===== src/rtl/branch_predictor_btb.sv =====
// branch_predictor_btb: direct-mapped branch target buffer with per-entry
// saturating counters. Fetch lookup is combinational on PCF. The EX stage
// trains the tables with resolved outcomes, gets a mispredict/redirect
// request back, and the block keeps running branch and miss statistics.

module branch_predictor_btb #(
   parameter int INDEX_BITS = 6,
   parameter int TAG_BITS   = 8,
   parameter int CNT_WIDTH  = 2,
   parameter int STAT_WIDTH = 32
) (
   input  logic                  CPU_CLK,
   input  logic                  CPU_RST,
   input  logic [31:0]           PCF,
   output logic                  PredTakenF,
   output logic [31:0]           PredTargetF,
   input  logic                  UpdateE,
   input  logic [31:0]           PCE,
   input  logic                  BranchE,
   input  logic [31:0]           BranchTargetE,
   input  logic                  PredTakenE,
   input  logic [31:0]           PredTargetE,
   output logic                  MispredictE,
   output logic [31:0]           RedirectPCE,
   output logic [STAT_WIDTH-1:0] BranchCnt,
   output logic [STAT_WIDTH-1:0] MissCnt
);

   localparam int ENTRIES = 1 << INDEX_BITS;
   localparam int TAG_LSB = INDEX_BITS + 2;
   localparam int TAG_MSB = INDEX_BITS + TAG_BITS + 1;

   // Counter landmarks: saturation ceiling, weakly-taken (allocation value)
   // and weakly-not-taken (reset value). The MSB of the counter is the
   // taken/not-taken decision.
   localparam logic [CNT_WIDTH-1:0] CNT_MAX     = '1;
   localparam logic [CNT_WIDTH-1:0] CNT_WEAK_T  = CNT_WIDTH'(1 << (CNT_WIDTH - 1));
   localparam logic [CNT_WIDTH-1:0] CNT_WEAK_NT = CNT_WIDTH'((1 << (CNT_WIDTH - 1)) - 1);

   logic [ENTRIES-1:0]   valid_q;
   logic [TAG_BITS-1:0]  tag_q    [ENTRIES];
   logic [31:0]          target_q [ENTRIES];
   logic [CNT_WIDTH-1:0] cnt_q    [ENTRIES];

   logic [INDEX_BITS-1:0] idx_f;
   logic [INDEX_BITS-1:0] idx_e;
   logic [TAG_BITS-1:0]   tag_f;
   logic [TAG_BITS-1:0]   tag_e;
   logic                  hit_f;
   logic                  hit_e;

   assign idx_f = PCF[INDEX_BITS+1:2];
   assign tag_f = PCF[TAG_MSB:TAG_LSB];
   assign idx_e = PCE[INDEX_BITS+1:2];
   assign tag_e = PCE[TAG_MSB:TAG_LSB];

   // Fetch lookup: reads the tables as they stand, so an update on the same
   // index this cycle is only seen from the next cycle on.
   always_comb begin
      hit_f       = valid_q[idx_f] && (tag_q[idx_f] == tag_f);
      PredTakenF  = hit_f && cnt_q[idx_f][CNT_WIDTH-1];
      PredTargetF = PredTakenF ? target_q[idx_f] : PCF + 32'd4;
   end

   // EX-side hit detection and mispredict/redirect decision.
   always_comb begin
      hit_e       = valid_q[idx_e] && (tag_q[idx_e] == tag_e);
      MispredictE = UpdateE && ((BranchE != PredTakenE) ||
                                (BranchE && (PredTargetE != BranchTargetE)));
      RedirectPCE = BranchE ? BranchTargetE : PCE + 32'd4;
   end

   // Valid bits and counters: hits train the counter, taken misses allocate.
   always_ff @(posedge CPU_CLK or posedge CPU_RST) begin
      if (CPU_RST) begin
         valid_q <= '0;
         for (int i = 0; i < ENTRIES; i++) begin
            cnt_q[i] <= CNT_WEAK_NT;
         end
      end else if (UpdateE) begin
         if (hit_e) begin
            if (BranchE) begin
               if (cnt_q[idx_e] != CNT_MAX) cnt_q[idx_e] <= cnt_q[idx_e] + CNT_WIDTH'(1);
            end else begin
               if (cnt_q[idx_e] != '0) cnt_q[idx_e] <= cnt_q[idx_e] - CNT_WIDTH'(1);
            end
         end else if (BranchE) begin
            valid_q[idx_e] <= 1'b1;
            cnt_q[idx_e]   <= CNT_WEAK_T;
         end
      end
   end

   // Tag and target storage needs no reset: an entry is only trusted once its
   // valid bit is set, so a write that lands during reset is harmless.
   always_ff @(posedge CPU_CLK) begin
      if (UpdateE && BranchE) begin
         target_q[idx_e] <= BranchTargetE;
         if (!hit_e) tag_q[idx_e] <= tag_e;
      end
   end

   // Statistics counters, free-running and wrapping.
   always_ff @(posedge CPU_CLK or posedge CPU_RST) begin
      if (CPU_RST) begin
         BranchCnt <= '0;
         MissCnt   <= '0;
      end else begin
         if (UpdateE)     BranchCnt <= BranchCnt + STAT_WIDTH'(1);
         if (MispredictE) MissCnt   <= MissCnt + STAT_WIDTH'(1);
      end
   end

endmodule


===== config.mk =====
export PLATFORM = sky130hd
export DESIGN_NAME = branch_predictor_btb
export DESIGN_NICKNAME = d
export VERILOG_FILES = /design/src/rtl/branch_predictor_btb.sv
export SDC_FILE = /design/constraint.sdc
export NUM_CORES = 2
export LEC_CHECK = 0
export ABC_AREA = 1
export CORE_ASPECT_RATIO = 1.4
export CORE_MARGIN = 2
export CORE_UTILIZATION = 27
export DETAILED_ROUTE_END_ITERATION = 16
export PLACE_DENSITY = 0.52
export SETUP_SLACK_MARGIN = 0.05
export SLEW_MARGIN = 20
export SYNTH_ARGS = -nofsm -noshare
export SYNTH_HDL_FRONTEND = slang
export SYNTH_SLANG_ARGS = --single-unit

===== constraint.sdc =====
create_clock -name CPU_CLK -period 8.69 [get_ports CPU_CLK]
set_clock_uncertainty 0.05 [all_clocks]
set_input_delay 1.3035 -clock CPU_CLK [delete_from_list [all_inputs] [get_ports CPU_CLK]]
set_output_delay 1.3035 -clock CPU_CLK [all_outputs]
set_load 0.03 [all_outputs]

# Word level (Yosys, flattened, before mapping)
# Memory sizes are Yosys's and may differ from the RTL's.
# Index checks and enable logic that the tools add are counted.
[word_totals] mem_bits_rw=2560 output_inout_bits=130 reg_bits=256 n_memories=2
[memory_table] memory="target_q" words=64 word_bits=32 rd=1 rd_clocked_by_memory_dff=0 wr=1 line_no="42" text="logic [31:0] target_q [ENTRIES];"
[memory_table] memory="tag_q" words=64 word_bits=8 rd=2 rd_clocked_by_memory_dff=0 wr=1 line_no="41" text="logic [TAG_BITS-1:0] tag_q [ENTRIES];"
[classes] eq_ne=6 bitwise=7 magnitude_cmp=6 n_addsub=6 muxes=28 reduce_logical=14
[ops] cell="two-way mux 128 bit" n=5
[ops] cell="bitwise mux 128 bit" n=2
[ops] cell="bitwise OR 64 bit" n=2
[ops] cell="adder 32 x 1 -> 32 bit, second input constant" n=2
[ops] cell="adder 32 x 3 -> 32 bit, second input constant" n=2
[ops] cell="AND 64 bit" n=1
[ops] cell="two-way mux 32 bit" n=2
[ops] cell="NOT 64 bit" n=1
[ops] cell="!= test 32 bit" n=1
[ops] cell="binary-select mux 2 bit (select 6 bit)" n=2
[ops] cell="== test 8 bit" n=2
[ops] cell=">= comparator 7 bit, second input constant" n=2
[ops] cell="< comparator 6 x 7 -> 1 bit, second input constant" n=2
[ops] cell="NOT 6 -> 7 bit" n=2
[ops] cell="binary-select mux 1 bit (select 6 bit)" n=2
[ops] cell="demux 2 bit (select 6 bit)" n=1
[ops] cell="two-way mux 2 bit" n=5
[ops] cell="logical AND 1 bit" n=8
[ops] cell="two-way mux 1 bit" n=8
[ops] cell="< comparator 7 x 1 -> 1 bit, second input constant" n=1
[ops] cell="demux 1 bit (select 6 bit)" n=1
[ops] cell=">= comparator 6 x 1 -> 1 bit, second input constant" n=1
[ops] cell="nonzero test 2 bit" n=3
[ops] cell="AND reduction 4 bit" n=1
[ops] cell="8 further kinds" n=8

# Depth between registers and ports, before layout
[depth] depth_word=9 mapped_depth=26 mapped_depth_nobuf=22

# Least setup slack after synthesis
# Ideal clock, no wire load.
[synth_timing] path_kind="in2out" from="input port PCF[4]" to="output port PredTargetF[13]" arrival_ns=3.733 path_slack_ns=3.603 path_stages=18 path_cell_list="buf_2 > inv_1 > buf_2 > buf_2 > clkbuf_1 > nand3_1 > nand3_1 > nand3_1 > nand3_1 > nand2_1 > nand2_1 > nand2_1 > nor2_1 > inv_1 > nor2_1 > nand3_1 > clkbuf_1 > o21ai_1"
[synth_via] elab_chain_len=6 word_cells_on_any_way=13 cone_classes="add/sub: 1; eq/ne: 1; mux: 6; bitwise: 1; reduce/logical: 2; memory: 2"
[synth_rtl] element="start: declaration" line_no="14" text="input logic [31:0] PCF,"
[synth_rtl] element="parallel branches: the longest is 5 deep, another holds memory read (64 x 8 bit)"
[synth_rtl] element="two-way mux 32 bit *" line_no="62" text="PredTargetF = PredTakenF ? target_q[idx_f] : PCF + 32'd4;"
[synth_rtl] element="end: declaration" line_no="16" text="output logic [31:0] PredTargetF,"
# Mark *: on every way between the ends. The select of a mux whose other input is x is not followed.

# Final worst setup path
[layout_timing] from="input port PCF[5]" to="output port PredTargetF[1]"
# Same word-level chain as after synthesis.

==> metrics.cfg <==
[sta]
post-route-period-util=0.893
fin_tns_setup_ps=0
period_minus_slack_ps=7760
timing.fmax_mhz=129
setup_viol=0
hold_viol=0
slew_violations=0
relSlewSlack=0.169
tightest_slew_ps=1250
finalWorstSetupSlack_ps=928
grt_setup_unrepaired=false

[logic_synthesis]
synth_simple_gate_area_frac=0.143
synth_top_cells_by_count=2560 x edfxtp_1, 1912 x nand2_1, 1535 x nor2_1
synthCells=11300
synth_top_family_by_area=simple AND/OR/NAND/NOR gates
syn-num-nets=11400
synth-edff-count=2560
synthTopCellsByArea=edfxtp_1 62%, o21ai_0 6.2%, nand2_1 5.8%
synthAdderAreaFrac=0.000609
avgSynthCellArea_um2=10.9
synth-seq-area-share=0.676
synthMuxAreaShare=0
yosys.area.top_type_share=0.623
synth_ff_type=edfxtp_1
ys_warn_count=0
yosysMostFrequentCell=edfxtp_1
synth.ff_latch_count=2816
synth_compound_area_frac=0.126
syn-cell-area_um2=123000
async_flop_share=0.0909
yosysTopAreaCell=edfxtp_1
ys_types=57
synthXorXnorAreaFrac=0.00838

[drt]
num_vias=92800
first_iter_violations=10300
antenna_violating_nets_post_route=0
dr.pass1.iters=6
drc=0
wire_per_inst_um=27.5
wirelength_um=488000
vias_per_cell=5.23

[clock_tree]
holdBufCountCts=0
numCtsBuffers=302
clock-sinks=2816
cts_tree=yes
cts_max_level=5
clk_pin_slew_ps=60
cts_setup_buffers=0
clock_path_buffers=4
post_cts_resized=0
clock_latency_ps=920
cts-root-buf=clkbuf_16

[outcome]
status=completed

[placement]
io_buffer_count=262
dp_slack_ps=1150
post-dp-hpwl_um=310000
place_congestion=0.936

[global_route]
grt_pass1_wl_um=677000
busiest_layer=met2
grt_max_degree=197
first_global_vias=88000
use_met2=0.338
grt.met1_usage=0.242
met3_usage=0.0339
grt_usage=0.204
grt.overflow.total=0
grt_antenna_before_repair=45

[pwr]
power_leakage_nw=49.5
total_power_mw=30.3
power_density_nw_per_um2=211
peakVddDrop_v=0.000174

[die]
core_area_um2=455000
io-pin-count=263
chipWidth_um=575
initial_core_util=0.271
fp.dieH_um=804
dieArea_um2=462000
rows=293

[worst_setup_path]
r2r-start=tag_q[8][3]
cp-start-kind=primary input
reg2reg_depth=19
end_kind=output pin
worstPathArrival_ps=6410
timing.rr.end=tag_q[55][3]
required_ps=7340
reg2reg_slack_ps=4170
worst-setup-path-type=in2out
critPathMaxFanout=36

[hold_path]
holdPathEnd=cnt_q[122]
worstHoldStart=cnt_q[122]
hold_path.class=reg2reg
hold_depth=2

[final_layout]
drive_above_1_share=0.0938
final.fill_count=46200
nets=11600
synthToLayoutAreaGrowth_pct=16.2

[run]
maxCapViolCount=0

-- state kept, by name (all words and copies together) (netlist names) --
signal / cells
cnt_q: 128
tag_q: 512
target_q: 2048
MissCnt: 32
valid_q: 64
BranchCnt: 32
-- placed cells by master (no fill, tap or decap), types with 71 or more instances in the layout --
| cell | n |
|---|---|
| edfxtp_1 | 2560 |
| o21ai_0 | 1525 |
| clkbuf_1 | 73 |
| a21oi_1 | 297 |
| nand3_1 | 503 |
| xor2_1 | 71 |
| o211ai_1 | 176 |
| clkbuf_16 | 311 |
| inv_1 | 533 |
| dfrtp_1 | 192 |
| o22ai_1 | 357 |
| clkdlybuf4s50_1 | 183 |
| buf_4 | 340 |
| o221ai_1 | 184 |
| nand2_1 | 1910 |
| nand4_1 | 175 |
| nor2_1 | 1465 |
-- where the power goes --
| part | leakage, nW | internal, mW | switching, mW |
|---|---|---|---|
| clock network | 4.57 | 7.05 | 5.47 |
| registers | 26.0 | 14.9 | 0.110 |
| logic | 18.9 | 0.688 | 2.02 |
-- stage by stage --
step,utilization,hold WS (ps),instances,cell area (um2)
6_report,0.315,412,17700,143000
5_1_grt,0.315,419,17700,143000
4_1_cts,0.315,414,17700,143000
3_5_place_dp,0.294,404,17200,134000
3_3_place_gp,0.294,400,17200,134000
2_1_floorplan,-,386,11300,123000
-- area by class of cell --
class / instances / area, um2 / share of cell area
Multi-Input combinational cell: 7145 / 35000 / 0.244
Antenna cell: 24 / 60.1 / 0.000419
Clock buffer: 394 / 8190 / 0.0572
Tap cell: 6047 / 7570 / 0.0528
Sequential cell: 2816 / 83400 / 0.582
Inverter: 552 / 2120 / 0.0148
Timing Repair Buffer: 631 / 5890 / 0.0411
Clock inverter: 133 / 1130 / 0.00789
-- worst max path at each step --
stage	start	endpoint	slack, ps	cells past startpoint
2_1_floorplan	CPU_RST	BranchCnt[0]	400	1
3_3_place_gp	PCF[3]	PredTargetF[1]	1040	17
3_5_place_dp	PCF[5]	PredTargetF[1]	1150	17
4_1_cts	PCF[5]	PredTargetF[1]	1120	17
5_1_grt	PCF[2]	PredTargetF[27]	890	16
6_report	PCF[5]	PredTargetF[1]	930	17
-- layer usage --
metal	vias to the layer above	wire length (um)
met4	10	38400
li1	40700	-
met5	-	61
met1	46800	181000
met2	4242	232000
met3	1090	36000
-- cells by family after synthesis --
| group | count (synthesis) |
|---|---|
| simple gates | 4300 |
| buf+inv | 1331 |
| fa+ha+maj | 6 |
| compound gates | 2721 |
| xor+xnor | 118 |
| flops | 2816 |
-- critical path: stages --
cell	delay [ps]
clkdlybuf4s50_1	950
inv_8	230
nor2_4	750
buf_4	410
nand2_1	100
nand4_1	150
nand3_1	120
nand3_1	160
nand2_1	100
nor2_1	170
nand3_1	120
nor2_1	160
buf_4	270
nand3_1	410
nand2_1	270
inv_1	70
clkdlybuf4s50_1	590
Note: power is estimated with default switching activity, not from simulation.
